## config.mk

```make
export PLATFORM = sky130hd
export DESIGN_NAME = dift_trap_ctrl
export DESIGN_NICKNAME = d
export VERILOG_FILES = /design/src/rtl/dift_trap_ctrl.sv
export SDC_FILE = /design/constraint.sdc
export NUM_CORES = 1
export LEC_CHECK = 0
export ABC_AREA = 1
export CAP_MARGIN = 10
export CELL_PAD_IN_SITES_DETAIL_PLACEMENT = 1
export CELL_PAD_IN_SITES_GLOBAL_PLACEMENT = 2
export CORE_UTILIZATION = 31
export CTS_CLUSTER_DIAMETER = 40
export DETAILED_ROUTE_END_ITERATION = 10
export DONT_BUFFER_PORTS = 1
export GPL_ROUTABILITY_DRIVEN = 0
export MAX_ROUTING_LAYER = met4
export PLACE_DENSITY_LB_ADDON = 0.1
export SYNTH_ARGS = -nofsm -noshare
export SYNTH_HDL_FRONTEND = slang
export SYNTH_SLANG_ARGS = --single-unit
```

## constraint.sdc

```tcl
create_clock -name clk -period 1.7 [get_ports clk]
set_input_delay 0.425 -clock clk [delete_from_list [all_inputs] [get_ports clk]]
set_output_delay 0.425 -clock clk [all_outputs]
set_load 0.03 [all_outputs]
```

## src/rtl/dift_trap_ctrl.sv

```systemverilog
// DIFT tag-check trap receiver: latches cause/EPC, holds the request until ack, then tracks the handler until return.
// Optional per-type accepted-trap counters are enabled by defining DIFT_TRAP_COUNT_EN.
module dift_trap_ctrl #(
  parameter int CNT_W = 16
) (
  input  logic              clk,
  input  logic              rst,
  input  logic              trap_i,
  input  logic [2:0]        trap_type_i,
  input  logic [31:0]       trap_pc_i,
  input  logic              trap_ack_i,
  input  logic              trap_ret_i,
  input  logic              csr_clr_i,
  input  logic [2:0]        cnt_sel_i,
  output logic              trap_req_o,
  output logic [2:0]        trap_cause_o,
  output logic [31:0]       trap_epc_o,
  output logic              handler_active_o,
  output logic              missed_o,
  output logic [CNT_W-1:0]  cnt_o
);

  typedef enum logic [1:0] {
    IDLE    = 2'd0,
    REQ     = 2'd1,
    HANDLER = 2'd2
  } state_t;

  state_t      state_q, state_d;
  logic [2:0]  cause_q, cause_d;
  logic [31:0] epc_q, epc_d;
  logic        missed_q, missed_d;
  logic        trap_valid;
  logic        accept;
  logic        drop;

  // Types 5-7 are not defined trap types and are ignored completely.
  assign trap_valid = trap_i && (trap_type_i <= 3'd4);

  always_ff @(posedge clk) begin
    if (rst) begin
      state_q  <= IDLE;
      cause_q  <= 3'd0;
      epc_q    <= 32'd0;
      missed_q <= 1'b0;
    end else begin
      state_q  <= state_d;
      cause_q  <= cause_d;
      epc_q    <= epc_d;
      missed_q <= missed_d;
    end
  end

  // Only one trap may be outstanding; a return frees the slot in the same cycle.
  always_comb begin
    state_d = state_q;
    accept  = 1'b0;
    drop    = 1'b0;
    case (state_q)
      IDLE: begin
        if (trap_valid) begin
          accept  = 1'b1;
          state_d = REQ;
        end
      end
      REQ: begin
        if (trap_ack_i) state_d = HANDLER;
        if (trap_valid) drop = 1'b1;
      end
      HANDLER: begin
        if (trap_ret_i) begin
          if (trap_valid) begin
            accept  = 1'b1;
            state_d = REQ;
          end else begin
            state_d = IDLE;
          end
        end else if (trap_valid) begin
          drop = 1'b1;
        end
      end
      default: state_d = IDLE;
    endcase
  end

  always_comb begin
    cause_d  = accept ? trap_type_i : cause_q;
    epc_d    = accept ? trap_pc_i : epc_q;
    missed_d = csr_clr_i ? 1'b0 : (drop ? 1'b1 : missed_q);
  end

  always_comb begin
    trap_req_o       = (state_q == REQ);
    handler_active_o = (state_q == HANDLER);
    trap_cause_o     = cause_q;
    trap_epc_o       = epc_q;
    missed_o         = missed_q;
  end

`ifdef DIFT_TRAP_COUNT_EN
  logic [CNT_W-1:0] cnt_q [5];
  logic [CNT_W-1:0] cnt_d [5];

  always_ff @(posedge clk) begin
    if (rst) begin
      for (int i = 0; i < 5; i++) cnt_q[i] <= '0;
    end else begin
      for (int i = 0; i < 5; i++) cnt_q[i] <= cnt_d[i];
    end
  end

  // Clear takes priority over a same-cycle increment; counters saturate at all-ones.
  always_comb begin
    for (int i = 0; i < 5; i++) begin
      cnt_d[i] = cnt_q[i];
      if (csr_clr_i) begin
        cnt_d[i] = '0;
      end else if (accept && (trap_type_i == 3'(i)) && (cnt_q[i] != '1)) begin
        cnt_d[i] = cnt_q[i] + 1'b1;
      end
    end
  end

  always_comb begin
    cnt_o = '0;
    if (cnt_sel_i <= 3'd4) cnt_o = cnt_q[cnt_sel_i];
  end
`else
  logic unused_cnt_sel;
  assign unused_cnt_sel = ^cnt_sel_i;
  assign cnt_o = '0;
`endif

endmodule
```

== After elaboration in Yosys (flattened, before gate mapping) ==
Index checks and enable logic that the tools add are counted.
Storage, ports and cells
  register bits after elaboration: 38
Cells by class
  magnitude comparators: 1
  equality and inequality tests: 5
  multiplexer cells: 10
  reduce and logical (&&, ||, !) cells: 4
Operator list (count)
  $mux 2: 3
  $ne 2x2->1 const B: 3
  $pmux 2 s3: 1
  $mux 1: 4
  $pmux 1 s2: 2
  $le 3x3->1 const B: 1
  $reduce_and 3->1: 1
  $eq 2x1->1 const B: 1
  $eq 2x2->1 const B: 1
  $logic_not 2->1: 1
  $reduce_or 2->1: 1
  $logic_and 1x1->1: 1

== Logic depth before layout (Yosys ltp) ==
  depth in word-level cells: 5
  mapped depth: 9

== Least setup slack after synthesis ==
No wires, ideal clock.
  path type: reg-to-reg
  start: register state_q[0]
  end: register epc_q[13], in the netlist trap_epc_o[13]
  library setup time: 0.116 ns
  data arrival time: 1.497 ns
  data required time: 1.584 ns
  path slack: 0.087 ns
  stages on the path, launching flop included: 9
  clock period less this slack: 1.613 ns
  cell sequence: dfxtp_1 > inv_1 > ha_1 > a21oi_1 > nor2_4 > inv_2 > buf_6 > nor2_1 > nor2_1
On the way
  cells in the longest elaborated chain, start to end: 2
  elaborated cells on any way between the ends: 3
  classes of those cells: eq/ne: 1; mux: 1; reduce/logical: 1
Ends and longest elaborated chain
  start, declared: line 29  | state_t state_q, state_d;
  start signal, assigned: line 47  | state_q <= state_d;
  $eq 2x2->1
  named net handler_active_o: line 18  | output logic handler_active_o,
  $pmux 1 s2: line 59  | case (state_q)
  end signal, assigned: line 49  | epc_q <= epc_d;
  end, declared: line 31  | logic [31:0] epc_q, epc_d;
The timed path passes the listed nets, and every way through them passes these cells.
A chain may end at the register's enable or synchronous reset.

== Final worst setup path ==
  start: register state_q[0]
  end: output port handler_active_o
On the way
  cells in the longest elaborated chain, start to end: 1
Ends and longest elaborated chain
  $eq 2x2->1: line 94  | handler_active_o = (state_q == HANDLER);
  end, declared: line 18
No other way between the ends.

==> flow_metrics.py <==
metrics = {
    "sta": {
        "final-hold-violation-count": 0,
        "fin_skew_ps": 9.46,
        "holdWs_ps": 271,
        "drv_slew": 0,
        "fin_crit_sh": 0.920,
        "min_period_ps": 1560,
        "setup_viol": 0,
        "clock.fmax_mhz": 639,
    },
    "floorplan": {
        "core_um2": 4820,
        "ios": 98,
        "die_w_um": 73.6,
        "die_area_um2": 5420,
        "fp.dieH_um": 73.6,
        "start_util": 0.330,
        "std_cell_rows": 25,
    },
    "cells_and_area": {
        "layout-drive-gt1-share": 0.108,
        "area.sequential_um2": 761,
        "syn2layout_area_growth_pct": 10.2,
        "final_util": 0.363,
        "multi_input_area_um2": 662,
        "nFillCells": 616,
        "antenna_cells": 0,
        "design_area_um2": 1750,
        "nets": 259,
    },
    "placed_design": {
        "dpl_cell_area_um2": 1620,
        "dp_hpwl_um": 2820,
        "numPortBuffers": 0,
    },
    "critical_path": {
        "cp_max_fo": 4,
        "critPathBufInv": 2,
        "arrival_ps": 1140,
        "crit_path_top_delay_cell": "dfxtp_1",
        "crit_path_cell_trace": "inv_1 -> ha_1 -> buf_4",
        "r2r_end": "trap_epc_o[31]",
        "cp_top_family": "flip-flops",
        "critical-path-max-stage-delay_ps": 370,
        "cp-end-kind": "primary output",
        "r2r_cells": 8,
        "worstPathRequired_ps": 1270,
        "start_kind": "flop",
        "rrSetupSlack_ps": 140,
        "r2r-start": "state_q[0]",
        "crit_start": "state_q[0]",
        "worstSetupPathType": "flop to primary output",
    },
    "cts": {
        "numCtsBuffers": 5,
        "cts_hold_buf": 0,
        "clk_latency_ps": 280,
        "cts_buffer_depth": 2,
        "path_clk_slew_ps": 80,
        "post_cts_resized": 0,
        "ctsHtreeMaxLevel": 2,
        "cts.sinks": 38,
        "ctsRootBufferMaster": "clkbuf_8",
        "postCtsSetupBuffers": 0,
        "cts_tree": "done",
    },
    "flow_run": {
        "drv_cap": 0,
    },
    "worst_hold_path": {
        "hold_class": "input port to flop",
        "whs_path_depth": 2,
        "hold_end": "trap_epc_o[5]",
        "hp-start": "trap_pc_i[5]",
    },
    "synthesis": {
        "seq_area_frac_synth": 0.479,
        "syn_inst": 204,
        "yosys_warnings": 0,
        "netlist-cell-type-count": 22,
        "syn-cell-area_um2": 1590,
        "syn_avg_cell_area_um2": 7.79,
        "synth_seq_cells": 38,
    },
    "power_and_ir_drop": {
        "vdd_drop_max_v": 0.000588,
        "p_leak_nw": 0.800,
        "p_per_area_nw_per_um2": 1870,
    },
    "global_routing": {
        "antenna_found_initial": 0,
        "grt.total_usage": 0.151,
        "grt_pass1_wl_um": 5970,
        "grt-ovfl-total": 0,
        "grt_start_max_net_pins": 26,
        "grt_pass1_vias": 1291,
    },
    "routing": {
        "drt_iter0_drc": 36,
        "ant_nets": 0,
        "drcViolationCount": 0,
        "dr.pass1.iters": 2,
        "wl_um": 3840,
        "detail_route.wl_per_cell_um": 13.7,
        "vias_per_cell": 4.62,
        "vias": 1289,
    },
    "run_status": {
        "status": "completed",
    },
}
[worst max-delay path by stage]
stage	endpoint	slack [ps]	depth (start not counted)
floorplan	trap_epc_o[13]	90	8
global placement	trap_epc_o[10]	110	7
detailed placement	trap_epc_o[25]	40	8
CTS	trap_epc_o[25]	40	8
global route	trap_epc_o[31]	-0.3	8
finish	handler_active_o	140	3
[sequential cells by signal (all words and copies together) (netlist names)]
| register | cells |
|---|---|
| missed_o | 1 |
| state_q | 2 |
| trap_cause_o | 3 |
| trap_epc_o | 32 |
[layout make-up]
cell class | count | share of cell area
Sequential cell | 38 | 0.435
Multi-Input combinational cell | 146 | 0.378
Timing Repair Buffer | 10 | 0.0572
Tap cell | 67 | 0.0479
Clock buffer | 7 | 0.0436
Inverter | 10 | 0.0214
Clock inverter | 1 | 0.0172
[layer usage]
layer | GRT usage | wire [um] | vias up
met3 | 0.0521 | 384 | 6
met2 | 0.263 | 1900 | 66
li1 | - | - | 621
met4 | 0.0620 | 50 | 0
met1 | 0.155 | 1500 | 596
met5 | - | 0 | -
[cell usage after synthesis]
cell type,instances,share of area
nor2_1,68,0.16
dfxtp_1,38,0.48
o21ai_0,24,0.076
buf_4,16,0.076
o21ai_1,12,0.038
inv_1,9,0.021
nand2_1,9,0.021
a21oi_1,4,0.013
ha_1,4,0.031
nor2_2,4,0.016
buf_6,3,0.021
clkbuf_1,2,0.0047
clkbuf_4,2,0.0094
buf_1,1,0.0024
buf_2,1,0.0031
conb_1,1,0.0024
inv_2,1,0.0024
nand3_1,1,0.0031
nor2_4,1,0.0071
nor3_1,1,0.0031
o21a_1,1,0.0047
o21ai_2,1,0.0055
[cells in the final DEF, fill, tap and decap left out, drive strengths merged]
master,n
conb,16
dfxtp,38
nand3,1
clkbuf,7
nor3,1
nand2,9
buf,10
nor2,73
a21oi,4
bufinv,1
inv,10
o21a,1
ha,4
o21ai,37
[power breakdown]
part	switching (mW)	leakage, nW	internal (mW)	total (mW)
registers	0.537	0.313	1.11	1.65
logic	0.569	0.435	0.318	0.887
clock network	0.303	0.0524	0.439	0.743
total	1.41	0.800	1.87	3.28
[logic make-up (layout without fill, tap and decap cells)]
logic type | count (synthesis) | in the layout | share of synthesized area
other | 1 | 16 | 0.00236
AND/OR/NAND/NOR | 84 | 84 | 0.211
buffers and inverters | 35 | 28 | 0.140
flip-flops | 38 | 38 | 0.479
AO/OA/AOI/OAI | 42 | 42 | 0.136
adder cells (fa/ha/maj) | 4 | 4 | 0.0315
[through the flow]
stage	power (mW)	setup WS [ps]	std cells	setup TNS [ps]
floorplan	2.34	86.8	219	0
global placement	2.50	111	268	0
detailed placement	2.56	43.8	268	0
CTS	3.32	40.3	276	0
global route	3.51	-0.255	279	-0.255
finish	3.28	136	279	0
(Power assumes the default switching activity.)
